==> config.mk <==
export PLATFORM = sky130hd
export DESIGN_NAME = ram_rr_sched
export DESIGN_NICKNAME = d
export VERILOG_FILES = /design/src/rtl/ram_rr_sched_pkg.sv /design/src/rtl/ram_rr_sched_rr_pick.sv /design/src/rtl/ram_rr_sched.sv
export SDC_FILE = /design/constraint.sdc
export NUM_CORES = 1
export LEC_CHECK = 0
export ABC_AREA = 1
export CORE_MARGIN = 2
export CORE_UTILIZATION = 45
export CTS_CLUSTER_SIZE = 16
export DETAILED_ROUTE_END_ITERATION = 10
export PLACE_DENSITY = 0.95
export SLEW_MARGIN = 20
export SYNTH_ARGS = -nofsm -noshare
export SYNTH_HDL_FRONTEND = slang
export SYNTH_SLANG_ARGS = --single-unit
export TNS_END_PERCENT = 50
==> constraint.sdc <==
create_clock -name CLK -period 3.2 [get_ports CLK]
set_input_delay 0.48 -clock CLK [delete_from_list [all_inputs] [get_ports CLK]]
set_output_delay 0.48 -clock CLK [all_outputs]
set_load 0.01 [all_outputs]
==> src/rtl/ram_rr_sched_pkg.sv <==
// Shared FSM type, slot timing constants and helpers for the round-robin RAM scheduler.
package ram_rr_sched_pkg;

    typedef enum logic [2:0] {
        IDLE = 3'd0,
        GNT  = 3'd1,
        PH1  = 3'd2,
        PH2  = 3'd3,
        PH3  = 3'd4
    } state_t;

    localparam int SLOT_LEN    = 4;  // grant cycle plus three phase cycles
    localparam int RD_LAT      = 3;  // cycles from gnt to rd_vld
    localparam int WR_PH_START = 2;  // first phase that strobes a write

    // Width of a requester index; never narrower than one bit.
    function automatic int idx_width(input int n);
        return (n > 1) ? $clog2(n) : 1;
    endfunction

    // Position inside the slot: 0 outside a slot, 1..3 for the phase cycles.
    function automatic int phase_of(input state_t s);
        case (s)
            PH1:     return 1;
            PH2:     return 2;
            PH3:     return 3;
            default: return 0;
        endcase
    endfunction

endpackage

==> src/rtl/ram_rr_sched_rr_pick.sv <==
// Combinational rotating-priority picker: first set request at or above ptr, with wrap.
module ram_rr_sched_rr_pick
    import ram_rr_sched_pkg::*;
#(
    parameter int NREQ = 4,
    parameter int IW   = idx_width(NREQ)
) (
    input  logic [NREQ-1:0] req,
    input  logic [IW-1:0]   ptr,
    output logic [NREQ-1:0] win,
    output logic [IW-1:0]   win_idx,
    output logic            any
);

    logic [IW-1:0] cand;

    // Walk the requesters starting at ptr; the first one found wins.
    always_comb begin
        // NOTE: every signal written here gets a default first, so no path can leave it unassigned and infer a latch.
        win     = '0;
        win_idx = '0;
        any     = 1'b0;
        cand    = '0;
        for (int i = 0; i < NREQ; i++) begin
            cand = IW'((int'(ptr) + i) % NREQ);
            if (!any && req[cand]) begin
                any       = 1'b1;
                win[cand] = 1'b1;
                win_idx   = cand;
            end
        end
    end

endmodule

==> src/rtl/ram_rr_sched.sv <==
// Round-robin scheduler sharing one single-port synchronous RAM among NREQ requesters.
// Each access occupies a fixed 4-cycle slot: grant, then three address/data phases.
module ram_rr_sched
    import ram_rr_sched_pkg::*;
#(
    parameter int NREQ = 4,
    parameter int AW   = 8,
    parameter int DW   = 16
) (
    input  logic               CLK,
    input  logic               RST,
    input  logic [NREQ-1:0]    req,
    input  logic [NREQ-1:0]    we,
    input  logic [NREQ*AW-1:0] addr,
    input  logic [NREQ*DW-1:0] wdata,
    input  logic               halt,
    output logic [NREQ-1:0]    gnt,
    output logic [NREQ-1:0]    rd_vld,
    output logic [DW-1:0]      rd_data,
    output logic               ram_cs,
    output logic               ram_we,
    output logic [AW-1:0]      ram_addr,
    output logic [DW-1:0]      ram_wdata,
    input  logic [DW-1:0]      ram_rdata,
    output logic               busy
);

    localparam int IW = idx_width(NREQ);

    state_t          state_q, state_d;
    logic [IW-1:0]   ptr_q, ptr_d;
    logic [IW-1:0]   idx_q, idx_d;
    logic            we_q, we_d;
    logic [AW-1:0]   addr_q, addr_d;
    logic [DW-1:0]   wdata_q, wdata_d;
    logic [NREQ-1:0] rd_vld_q, rd_vld_d;
    logic [DW-1:0]   rd_data_q, rd_data_d;

    logic [NREQ-1:0] win;
    logic [IW-1:0]   win_idx;
    logic            any;
    logic            grant;
    int              phase;

    ram_rr_sched_rr_pick #(
        .NREQ (NREQ),
        .IW   (IW)
    ) u_rr_pick (
        .req     (req),
        .ptr     (ptr_q),
        .win     (win),
        .win_idx (win_idx),
        .any     (any)
    );

    // A grant is issued combinationally in a grant-eligible cycle so it can never overlap halt.
    assign phase  = phase_of(state_q);
    assign grant  = !RST && !halt && any && ((state_q == IDLE) || (state_q == GNT));
    assign gnt    = grant ? win : '0;
    assign busy   = (phase != 0);
    assign rd_vld = rd_vld_q;
    assign rd_data = rd_data_q;

    // Next-state logic: grant latches the winner's request, then the slot walks PH1..PH3.
    always_comb begin
        state_d = state_q;
        ptr_d   = ptr_q;
        idx_d   = idx_q;
        we_d    = we_q;
        addr_d  = addr_q;
        wdata_d = wdata_q;
        unique case (state_q)
            IDLE, GNT: begin
                if (grant) begin
                    state_d = PH1;
                    ptr_d   = (win_idx == IW'(NREQ - 1)) ? '0 : win_idx + 1'b1;
                    idx_d   = win_idx;
                    we_d    = we[win_idx];
                    addr_d  = addr[win_idx*AW +: AW];
                    wdata_d = wdata[win_idx*DW +: DW];
                end else begin
                    state_d = IDLE;
                end
            end
            PH1:     state_d = PH2;
            PH2:     state_d = PH3;
            PH3:     state_d = (|req) ? GNT : IDLE;
            default: state_d = IDLE;
        endcase
    end

    // RAM drive: reads strobe in phases 1-2, writes present the address in phase 1 and strobe in 2-3.
    always_comb begin
        ram_cs    = 1'b0;
        ram_we    = 1'b0;
        ram_addr  = '0;
        ram_wdata = '0;
        if (phase != 0) begin
            if (we_q) begin
                ram_addr = addr_q;
                if (phase >= WR_PH_START && phase < SLOT_LEN) begin
                    ram_cs    = 1'b1;
                    ram_we    = 1'b1;
                    ram_wdata = wdata_q;
                end
            end else if (phase < RD_LAT) begin
                ram_cs   = 1'b1;
                ram_addr = addr_q;
            end
        end
    end

    // Read return: capture the RAM output answering the first read strobe, pulse rd_vld next cycle.
    always_comb begin
        rd_vld_d  = '0;
        rd_data_d = '0;
        if (phase == RD_LAT - 1 && !we_q) begin
            rd_vld_d[idx_q] = 1'b1;
            rd_data_d       = ram_rdata;
        end
    end

    // Slot state, pointer, latched request payload and read-return registers.
    always_ff @(posedge CLK) begin
        // NOTE: non-blocking assignments so every flop samples the pre-edge values of its peers.
        if (RST) begin
            // NOTE: the payload registers are cleared as well, so the RAM drive is all-zero straight out of reset.
            state_q   <= IDLE;
            ptr_q     <= '0;
            idx_q     <= '0;
            we_q      <= 1'b0;
            addr_q    <= '0;
            wdata_q   <= '0;
            rd_vld_q  <= '0;
            rd_data_q <= '0;
        end else begin
            state_q   <= state_d;
            ptr_q     <= ptr_d;
            idx_q     <= idx_d;
            we_q      <= we_d;
            addr_q    <= addr_d;
            wdata_q   <= wdata_d;
            rd_vld_q  <= rd_vld_d;
            rd_data_q <= rd_data_d;
        end
    end

endmodule

Yosys cells after proc, flatten, opt, wreduce, memory -nomap -nowiden
Cells that the tools add are included.
{"block": "word_totals", "register_bits": 52, "input_bits": 123, "word_cells": 114}
{"block": "classes", "addsub": 4, "order_cmp": 14, "eq_ne": 6, "n_shift": 2, "mux": 50, "n_bitwise": 4, "n_reduce_logical": 26}
{"cell": "variable part select 64 x 7 -> 16 bit", "n": 1}
{"cell": "2-to-1 mux 16 bit", "n": 3}
{"cell": "== test 32 x 3 -> 1 bit, second input constant", "n": 1}
{"cell": ">= comparator 32 x 3 -> 1 bit, second input constant", "n": 1}
{"cell": "less-than comparator 32 x 3 -> 1 bit, second input constant", "n": 1}
{"cell": "less-than comparator 32 x 4 -> 1 bit, second input constant", "n": 1}
{"cell": "nonzero test 32 bit", "n": 1}
{"cell": "variable part select 32 x 6 -> 8 bit", "n": 1}
{"cell": "2-to-1 mux 8 bit", "n": 3}
{"cell": "2-to-1 mux 1 bit", "n": 21}
{"cell": "2-to-1 mux 4 bit", "n": 5}
{"cell": "less-than comparator 2 x 3 -> 1 bit, second input constant", "n": 6}
{"cell": "logical AND 1 bit", "n": 13}
{"cell": "2-to-1 mux 2 bit", "n": 6}
{"cell": "OR 4 bit", "n": 3}
{"cell": "case mux 3 bit (4 select lines)", "n": 1}
{"cell": "binary-select mux 1 bit (select 2 bit)", "n": 5}
{"cell": "demux 1 bit (select 2 bit)", "n": 5}
{"cell": ">= comparator 2 x 1 -> 1 bit, second input constant", "n": 5}
{"cell": "== test 3 x 2 -> 1 bit, second input constant", "n": 2}
{"cell": "zero test 1 bit", "n": 6}
{"cell": "case mux 2 bit (3 select lines)", "n": 1}
{"cell": "adder 2 x 1 -> 2 bit, second input constant", "n": 2}
{"cell": "adder 2 bit, second input constant", "n": 2}
{"cell": "other kinds (9)", "n": 10}

Longest topological paths before layout
Gate-level depths: netlist of the first run.
{"block": "logic_depth", "ltp_word": 16, "mapped_depth": 17, "depth_no_buf": 14}

Cells and area by module
Synthesis of the first run repeated with hierarchy kept, for this count alone.
{"block": "unflattened", "hier_cells": 518, "area_unflattened_um2": 3270.6}
{"module": "ram_rr_sched", "n_inst": 1, "cells_per_inst": 444, "area_per_inst_um2": 2830.2, "seq_area_each_um2": 1041.0}
{"module": "ram_rr_sched_rr_pick", "n_inst": 1, "cells_per_inst": 74, "area_per_inst_um2": 440.4, "seq_area_each_um2": 0.0}

Least setup slack after synthesis of the first run
No wires, ideal clock.
{"block": "synth_timing", "kind": "register -> output", "from": "register ptr_q[0]", "to": "output gnt[0]", "arrival_ns": 1.805, "t_required_ns": 2.720, "path_slack_ns": 0.915, "path_stages_with_launch": 13, "n_path_buf": 2, "cell_sequence": "dfxtp_1 -> buf_6 -> inv_4 -> buf_6 -> ha_1 -> inv_1 -> nand3_2 -> nand2_4 -> nor3_1 -> nand3_1 -> nand3_1 -> nand2_1 -> inv_1"}
{"block": "synth_via", "elab_chain_cells": 15, "word_cells_on_any_way": 51, "classes_between": "add/sub (3); order compare (8); mux (25); bitwise (3); reduce/logical (12)"}
{"item": "start: declaration", "line_no": "ram_rr_sched.sv:31", "rtl": "logic [IW-1:0] ptr_q, ptr_d;"}
{"item": "start signal: assignment", "line_no": "ram_rr_sched.sv:138", "rtl": "ptr_q <= ptr_d;"}
{"item": "parallel branches: the longest is 14 deep, another holds less-than comparator 2 x 3 -> 1 bit"}
{"item": "2-to-1 mux 4 bit (*)", "line_no": "ram_rr_sched.sv:59", "rtl": "assign gnt = grant ? win : '0;"}
{"item": "end: declaration", "line_no": "ram_rr_sched.sv:17", "rtl": "output logic [NREQ-1:0] gnt,"}
Mark *: on every way between the ends. The select of a mux whose other input is x is not followed.

Final worst setup path of the first run
{"block": "layout_timing", "from": "input req[3]", "to": "output gnt[2]"}
{"block": "layout_via", "elab_chain_cells": 15, "word_cells_on_any_way": 28, "classes_between": "mux (17); bitwise (3); reduce/logical (8)"}
{"item": "start: declaration", "line_no": "ram_rr_sched.sv:12", "rtl": "input logic [NREQ-1:0] req,"}
{"item": "binary-select mux 1 bit (select 2 bit)", "line_no": "ram_rr_sched_rr_pick.sv:26", "rtl": "if (!any && req[cand]) begin"}
{"item": "2-to-1 mux 1 bit (implied by the code)", "line_no": "ram_rr_sched_rr_pick.sv:26"}
{"item": "2-to-1 mux 1 bit", "line_no": "ram_rr_sched_rr_pick.sv:26"}
{"item": "zero test 1 bit", "line_no": "ram_rr_sched_rr_pick.sv:26"}
{"item": "logical AND 1 bit", "line_no": "ram_rr_sched_rr_pick.sv:26"}
{"item": "2-to-1 mux 1 bit", "line_no": "ram_rr_sched_rr_pick.sv:26"}
{"item": "zero test 1 bit", "line_no": "ram_rr_sched_rr_pick.sv:26"}
{"item": "logical AND 1 bit", "line_no": "ram_rr_sched_rr_pick.sv:26"}
{"item": "2-to-1 mux 1 bit", "line_no": "ram_rr_sched_rr_pick.sv:26"}
{"item": "zero test 1 bit", "line_no": "ram_rr_sched_rr_pick.sv:26"}
{"item": "logical AND 1 bit", "line_no": "ram_rr_sched_rr_pick.sv:26"}
{"item": "2-to-1 mux 1 bit", "line_no": "ram_rr_sched_rr_pick.sv:26"}
{"item": "logical AND 1 bit (2 in series)", "line_no": "ram_rr_sched.sv:58", "rtl": "assign grant = !RST && !halt && any && ((state_q == IDLE) || (state_q == GNT));"}
{"item": "2-to-1 mux 4 bit (*)", "line_no": "ram_rr_sched.sv:59"}
Every way passes the cells marked *; elsewhere a longest branch is shown, timed or not. The select of a mux whose other input is x is not followed.

==> results of run 1 <==
==> sequential cells by signal (all words and copies together), names as in the netlist <==
signal and count:
wdata_q 16, addr_q 8, we_q 1, rd_vld 4, idx_q 2, rd_data 16, ptr_q 2, state_q 3
==> layout make-up <==
cell class | instances | share of cell area [%]
Clock buffer | 5 | 1.25
Clock inverter | 2 | 1.09
Inverter | 119 | 8.22
Multi-Input combinational cell | 402 | 35.6
Sequential cell | 52 | 19.0
Tap cell | 102 | 2.32
Timing Repair Buffer | 180 | 32.5
==> worst max path at each step <==
stage	endpoint	slack, ns	cells past startpoint
2_1_floorplan	gnt[0]	0.92	12
3_3_place_gp	gnt[2]	0.31	11
3_5_place_dp	gnt[2]	0.18	11
4_1_cts	gnt[2]	0.04	11
5_1_grt	gnt[0]	0.04	11
6_report	gnt[2]	0.17	11
==> cell families after synthesis <==
family | count (synthesis)
adders and majority gates | 7
AOI/OAI and AO/OA | 43
buffers and inverters | 153
and+or+nand+nor | 352
DFF | 52
==> per-stage QoR <==
stage | instances | setup slack (ns) | hold WS [ns] | power (mW) | util, %
floorplan | 607 | 0.915 | 0.423 | 1.63 | -
finish | 862 | 0.171 | 0.473 | 2.42 | 70.4
global placement | 855 | 0.308 | 0.443 | 1.86 | 68.6
CTS | 862 | 0.0367 | 0.458 | 2.42 | 70.2
detailed placement | 855 | 0.178 | 0.443 | 1.91 | 68.6
global route | 862 | 0.0433 | 0.508 | 2.60 | 70.4
==> synth_stat cells, drive strengths merged <==
cell type,instances,share of area [%]
nand3,98,14
nand3b,25,5.1
o21a,1,0.21
nor3,5,0.68
o21ai,7,0.96
clkbuf,11,1.1
buf,23,4.8
a21oi,30,4.1
a22oi,4,0.82
inv,119,12
a21boi,1,0.21
nand2,167,18
ha,7,2.4
nor2,54,6.0
nand4,2,0.51
dfxtp,52,28
and3,1,0.17
==> power breakdown <==
group          switching (mW)  internal, mW  total [mW]
clock                   0.199         0.308       0.507
sequential             0.0194         0.688       0.708
combinational           0.751         0.453        1.20
total                   0.970          1.45        2.42
==> worst max-delay path: stages <==
cell             delay (ns)
clkdlybuf4s50_1        0.54
inv_2                  0.07
nand2_1                0.09
nand3_1                0.14
nand2_4                0.18
nor2_2                 0.08
a22oi_1                0.15
o21ai_0                0.11
o21ai_0                0.18
inv_1                  0.05
clkdlybuf4s50_1        0.47
==> layer usage <==
layer	wire length (um)	share of wire (%)
met1	4470	40
met2	5570	50
met3	983	8.7
met4	221	2.0
met5	0	0
==> flow_metrics.env, run 1 <==
export IMPL_status="completed"
export IMPL_crit_required_ns=2.72
export IMPL_grt_use_met1_pct=28.3
export IMPL_whs_path_depth=1
export IMPL_gp_congestion=0.842
export IMPL_p_leak_nw=2.66
export IMPL_irDropWorstVdd_v=0.000264
export IMPL_maxCapViolCount=0
export IMPL_path_max_fanout=9
export IMPL_syn_inst=607
export IMPL_cts_setup_buffers=0
export IMPL_crit_start="req[3]"
export IMPL_drive_gt1_share_pct=4.61
export IMPL_setup_viol=0
export IMPL_grt_pass1_vias=4102
export IMPL_grt_antenna_before_repair=0
export IMPL_wl_per_cell_um=13.0
export IMPL_n_antenna_cell=0
export IMPL_core_area_mm2=0.00781
export IMPL_fin_nets=890
export IMPL_syn_nets=737
export IMPL_final_area_mm2=0.00550
export IMPL_critical_path_class="in -> out"
export IMPL_port_buffers=173
export IMPL_hold_path_class="reg -> reg"
export IMPL_htree_levels=2
export IMPL_synth_top_family_by_area="simple AND/OR/NAND/NOR gates"
export IMPL_synthAdderAreaFrac_pct=2.39
export IMPL_yosys_warnings=0
export IMPL_rows=32
export IMPL_max_freq_mhz=330
export IMPL_busiest_layer="met2"
export IMPL_synth_xor_area_share_pct=0
export IMPL_ff2ff_setup_slack_ns=0.63
export IMPL_synthSimpleGateAreaFrac_pct=44.5
export IMPL_period_share_pct=94.6
export IMPL_drt_wl_total_um=11200
export IMPL_syn_to_final_growth_pct=50.3
export IMPL_grt_pass1_wl_um=18100
export IMPL_track_usage_pct=25.1
export IMPL_cts_resized_gates=1
export IMPL_fp_dieW_um=94.2
export IMPL_cts_tree="yes"
export IMPL_vias=4319
export IMPL_r2r_end="ptr_q[1]"
export IMPL_dpl_instance_area_mm2=0.00535
export IMPL_hold_violations=0
export IMPL_clock_sinks=52
export IMPL_fp_dieArea_mm2=0.00886
export IMPL_drc=0
export IMPL_synth_ff_latch_count=52
export IMPL_powerDensity_mw_per_mm2=440
export IMPL_final_cell_mix="173 x clkdlybuf4s50_1, 160 x nand2_1, 115 x inv_1"
export IMPL_synth_compound_area_share_pct=6.29
export IMPL_die_h_um=94.2
export IMPL_hold_start="idx_q[1]"
export IMPL_slew_violations=0
export IMPL_skew_ns=0.00299
export IMPL_tightest_slew_ns=0.667
export IMPL_start_util_pct=46.8
export IMPL_cts_clk_slew_worst_paths_ns=0.09
export IMPL_fin_crit_ns=3.03
export IMPL_ant_nets=0
export IMPL_synth_mux_area_share_pct=0
export IMPL_io_pins=174
export IMPL_cts_buffers=5
export IMPL_first_iter_violations=222
export IMPL_arrival_ns=2.55
export IMPL_root_buffer="clkbuf_8"
export IMPL_worstSkewPairLatency_ns=0.29
export IMPL_crit_path_end_kind="output pin"
export IMPL_netlist_area_mm2=0.00366
export IMPL_dr_pass1_iters=5
export IMPL_hold_buffers=0
export IMPL_r2r_start="ptr_q[0]"
export IMPL_vias_per_cell=5.01
export IMPL_fillers=644
export IMPL_layout_commonest_cell="clkdlybuf4s50_1"
export IMPL_start_kind="primary input"
export IMPL_setup_tns_final_ns=0
export IMPL_grt_remaining_overflow=0
export IMPL_dpl_hpwl_um=8570
export IMPL_gr_usage_met2_pct=46.3
export IMPL_grt_util_met3_pct=6.18
export IMPL_cts_path_max_buffers=2
export IMPL_hold_end="rd_vld[1]"
export IMPL_ys_seq_area_share_pct=28.5
export IMPL_seq_area_mm2=0.00104
export IMPL_grt_start_max_net_pins=52
export IMPL_grt_setup_unrepaired="no"
export IMPL_relSlewSlack_pct=55.4
export IMPL_synth_avg_cell_area_um2=6.03
export IMPL_ff2ff_path_depth=13
export IMPL_synth_distinct_cells=27
export IMPL_multi_input_area_mm2=0.00196
Power figures use the tool's default switching activity.
==> run 2, diff against run 1 <==
--- a/config.mk
+++ b/config.mk
@@ -5,9 +5,8 @@
 export SDC_FILE = /design/constraint.sdc
 export NUM_CORES = 1
 export LEC_CHECK = 0
-export ABC_AREA = 1
 export CORE_MARGIN = 2
-export CORE_UTILIZATION = 45
+export CORE_UTILIZATION = 43
 export CTS_CLUSTER_SIZE = 16
 export DETAILED_ROUTE_END_ITERATION = 10
 export PLACE_DENSITY = 0.95
==> run 2 against run 1 <==
Combinational power down 22%. Synthesized cell count down 33%. Sequential share of layout area grew 0.32 points. Critical path depth shrank 2. Setup slack got worse by 0.079 ns. Total power shrank 15%. Register-to-register slack got worse by 0.24 ns. Critical path type unchanged. Largest cell class unchanged. Largest power group unchanged.
==> flow_metrics.env, run 2 <==
export IMPL_relSlewSlack_pct=51.3
export IMPL_ant_nets=0
export IMPL_status="completed"
export IMPL_grt_remaining_overflow=0
export IMPL_yosys_warnings=0
export IMPL_port_buffers=173
export IMPL_yosys_top_cells_count="52 x dfxtp_1, 48 x nor2_1, 36 x nand2_1"
export IMPL_cp_cell_sequence="clkdlybuf4s50_1 > buf_4 > mux4_2 > buf_4 > a22oi_1 > nor2_1 > a221oi_2 > nor2_1 > dlygate4sd2_1"
export IMPL_dpl_hpwl_um=8580
export IMPL_vias_per_cell=5.58
export IMPL_synth_ff_latch_count=52
export IMPL_start_kind="primary input"
export IMPL_crit_required_ns=2.72
export IMPL_combPwrFrac_pct=45.4
export IMPL_irDropWorstVdd_v=0.000210
export IMPL_crit_path_end_kind="output pin"
export IMPL_dr_pass1_iters=4
export IMPL_synth_distinct_cells=42
export IMPL_first_iter_violations=196
export IMPL_p_sw_mw=0.752
export IMPL_fp_dieArea_mm2=0.00844
export IMPL_cts_buffers=5
export IMPL_wl_per_cell_um=16.8
export IMPL_period_share_pct=97.1
export IMPL_ff2ff_path_depth=8
export IMPL_drt_wl_total_um=11500
export IMPL_drive_gt1_share_pct=12.7
export IMPL_crit_buf_inv=4
export IMPL_dpl_instance_area_mm2=0.00525
export IMPL_synth_avg_cell_area_um2=8.14
export IMPL_core_area_mm2=0.00761
export IMPL_syn_nets=538
export IMPL_setup_tns_final_ns=0
export IMPL_cts_tree="yes"
export IMPL_clock_sinks=52
export IMPL_final_area_mm2=0.00539
export IMPL_p_int_mw=1.31
export IMPL_tightest_slew_ns=0.729
export IMPL_start_util_pct=43.6
export IMPL_synth_area_top_cells="dfxtp_1 31%, o311ai_2 8.3%, a21o_1 6.1%"
export IMPL_fin_nets=713
export IMPL_hold_slack_ns=0.465
export IMPL_syn_to_final_growth_pct=62.5
export IMPL_r2r_start="ptr_q[0]"
export IMPL_cp_slowest_cell="mux4_2"
export IMPL_setup_viol=0
export IMPL_synth_edf_count=0
export IMPL_cts_path_max_buffers=2
export IMPL_hold_path_class="reg -> reg"
export IMPL_r2r_end="addr_q[5]"
export IMPL_async_flop_share_pct=0
export IMPL_vias=3823
export IMPL_grt_setup_unrepaired="no"
export IMPL_grt_start_max_net_pins=28
export IMPL_ys_seq_area_share_pct=31.4
export IMPL_worstSkewPairLatency_ns=0.31
export IMPL_yosysTopAreaCell="dfxtp_1"
export IMPL_n_antenna_cell=0
export IMPL_arrival_ns=2.63
export IMPL_final_cell_mix="168 x clkdlybuf4s50_1, 51 x dfxtp_1, 47 x nor2_1"
export IMPL_drc=0
export IMPL_slew_violations=0
export IMPL_cp_num_cells=9
export IMPL_synth_top_area_share_pct=31.4
export IMPL_ff2ff_setup_slack_ns=0.39
export IMPL_fin_crit_ns=3.11
export IMPL_gp_congestion=0.921
export IMPL_synth_most_common_cell="dfxtp_1"
export IMPL_skew_ns=0.00796
export IMPL_io_pins=174
export IMPL_syn_inst=408
export IMPL_netlist_area_mm2=0.00332
export IMPL_cts_clk_slew_worst_paths_ns=0.09
export IMPL_hold_violations=0
export IMPL_track_usage_pct=26.3
export IMPL_layout_commonest_cell="clkdlybuf4s50_1"
export IMPL_swShare_pct=36.4
export IMPL_die_h_um=91.9
export IMPL_hold_buffers=0
export IMPL_grt_pass1_wl_um=18000
export IMPL_rows=32
export IMPL_htree_levels=2
export IMPL_fp_dieW_um=91.9
export IMPL_max_freq_mhz=322
export IMPL_p_seq_share_pct=36.7
export IMPL_path_max_fanout=4
export IMPL_cp_top_family="buffers and inverters"
export IMPL_crit_start="req[1]"
export IMPL_grt_pass1_vias=3726
export IMPL_synth_ff_type="dfxtp_1"
export IMPL_powerDensity_mw_per_mm2=383
export IMPL_grt_antenna_before_repair=0
export IMPL_clkPwrFrac_pct=17.8
export IMPL_crit_end="gnt[1]"
export IMPL_root_buffer="clkbuf_8"
export IMPL_p_leak_nw=2.06
export IMPL_critical_path_class="in -> out"
export IMPL_fillers=558
export IMPL_maxCapViolCount=0
export IMPL_crit_path_max_incr_delay_ns=0.50
[run 2: changes by cell type after synthesis, sizes merged, moves of 22 or more]
cell / previous run / this run
a21o: 0 / 27
and2: 0 / 33
inv: 119 / 5
nand2: 167 / 37
nand3: 98 / 24
nand3b: 25 / 0
o21ai: 7 / 29
o311ai: 0 / 25
[run 2: kinds of logic (layout without fill, tap and decap cells)]
logic type	Yosys count	after routing	share of synthesized area (%)
compound gates	133	133	31.4
flops	52	52	31.4
xor+xnor	1	1	0.264
fa+ha+maj	7	7	2.64
simple gates	167	167	24.3
buf+inv	40	215	6.45
mux	8	8	3.54
[run 2: worst register-to-register path: stages, from the launching register on]
cell	delay (ns)
dfxtp_2	0.36
buf_8	0.19
mux4_2	0.57
a21o_1	0.20
buf_4	0.14
a211o_4	0.45
nand2_4	0.36
nor2_1	0.12
o311ai_2	0.31
[run 2: cell type report]
class / count / area (um^2) / share of cell area (%)
Clock buffer: 5 / 68.8 / 1.28
Inverter: 5 / 18.8 / 0.348
Multi-Input combinational cell: 316 / 2140 / 39.8
Timing Repair Buffer: 203 / 1980 / 36.7
Clock inverter: 2 / 12.5 / 0.232
Tap cell: 102 / 128 / 2.37
Sequential cell: 52 / 1040 / 19.3
[run 2: routing by layer]
layer | GRT usage [%] | routed length (um)
met1 | 30.4 | 4660
met2 | 48.2 | 5920
met3 | 5.51 | 696
met4 | 8.46 | 217
met5 | 0 | 0
[run 2: worst min path at each step]
stage	start	endpoint	slack (ns)	depth (start not counted)
3_5_place_dp	wdata_q[7]	wdata_q[7]	0.44	2
4_1_cts	wdata_q[7]	wdata_q[7]	0.47	2
3_3_place_gp	wdata_q[7]	wdata_q[7]	0.44	2
6_report	wdata_q[11]	wdata_q[11]	0.47	2
5_1_grt	wdata_q[10]	wdata_q[10]	0.49	2
2_1_floorplan	wdata_q[10]	wdata_q[10]	0.42	2
[run 2: repair_timing]
action | CTS | global route
setup buffers | 0 | 0
gates resized for setup | 7 | 11
endpoints found under the setup margin | 4 | 4
[run 2: per-stage QoR]
step	power, mW	worst slack [ns]	cells	utilization, %
2_1_floorplan	1.33	0.373	408	-
3_3_place_gp	1.62	-0.0266	678	69.0
3_5_place_dp	1.67	-0.184	678	69.0
4_1_cts	2.04	-0.0820	685	70.3
5_1_grt	2.18	0.00210	685	70.9
6_report	2.06	0.0926	685	70.9
[run 2: power groups by stage]
| stage | clock network, mW | logic [mW] | registers [mW] |
|---|---|---|---|
| floorplan | 0 | 0.571 | 0.763 |
| global placement | 0 | 0.858 | 0.766 |
| detailed placement | 0 | 0.897 | 0.769 |
| CTS | 0.371 | 0.912 | 0.756 |
| global route | 0.402 | 1.01 | 0.767 |
| finish | 0.368 | 0.938 | 0.758 |
==> run 3, diff against run 2 <==
--- a/config.mk
+++ b/config.mk
@@ -9,6 +9,7 @@
 export CORE_UTILIZATION = 43
 export CTS_CLUSTER_SIZE = 16
 export DETAILED_ROUTE_END_ITERATION = 10
+export HOLD_SLACK_MARGIN = 0.1
 export PLACE_DENSITY = 0.95
 export SLEW_MARGIN = 20
 export SYNTH_ARGS = -nofsm -noshare
==> results of run 3 <==
No change in the layout: final DEF, timing and power equal those of run 2.
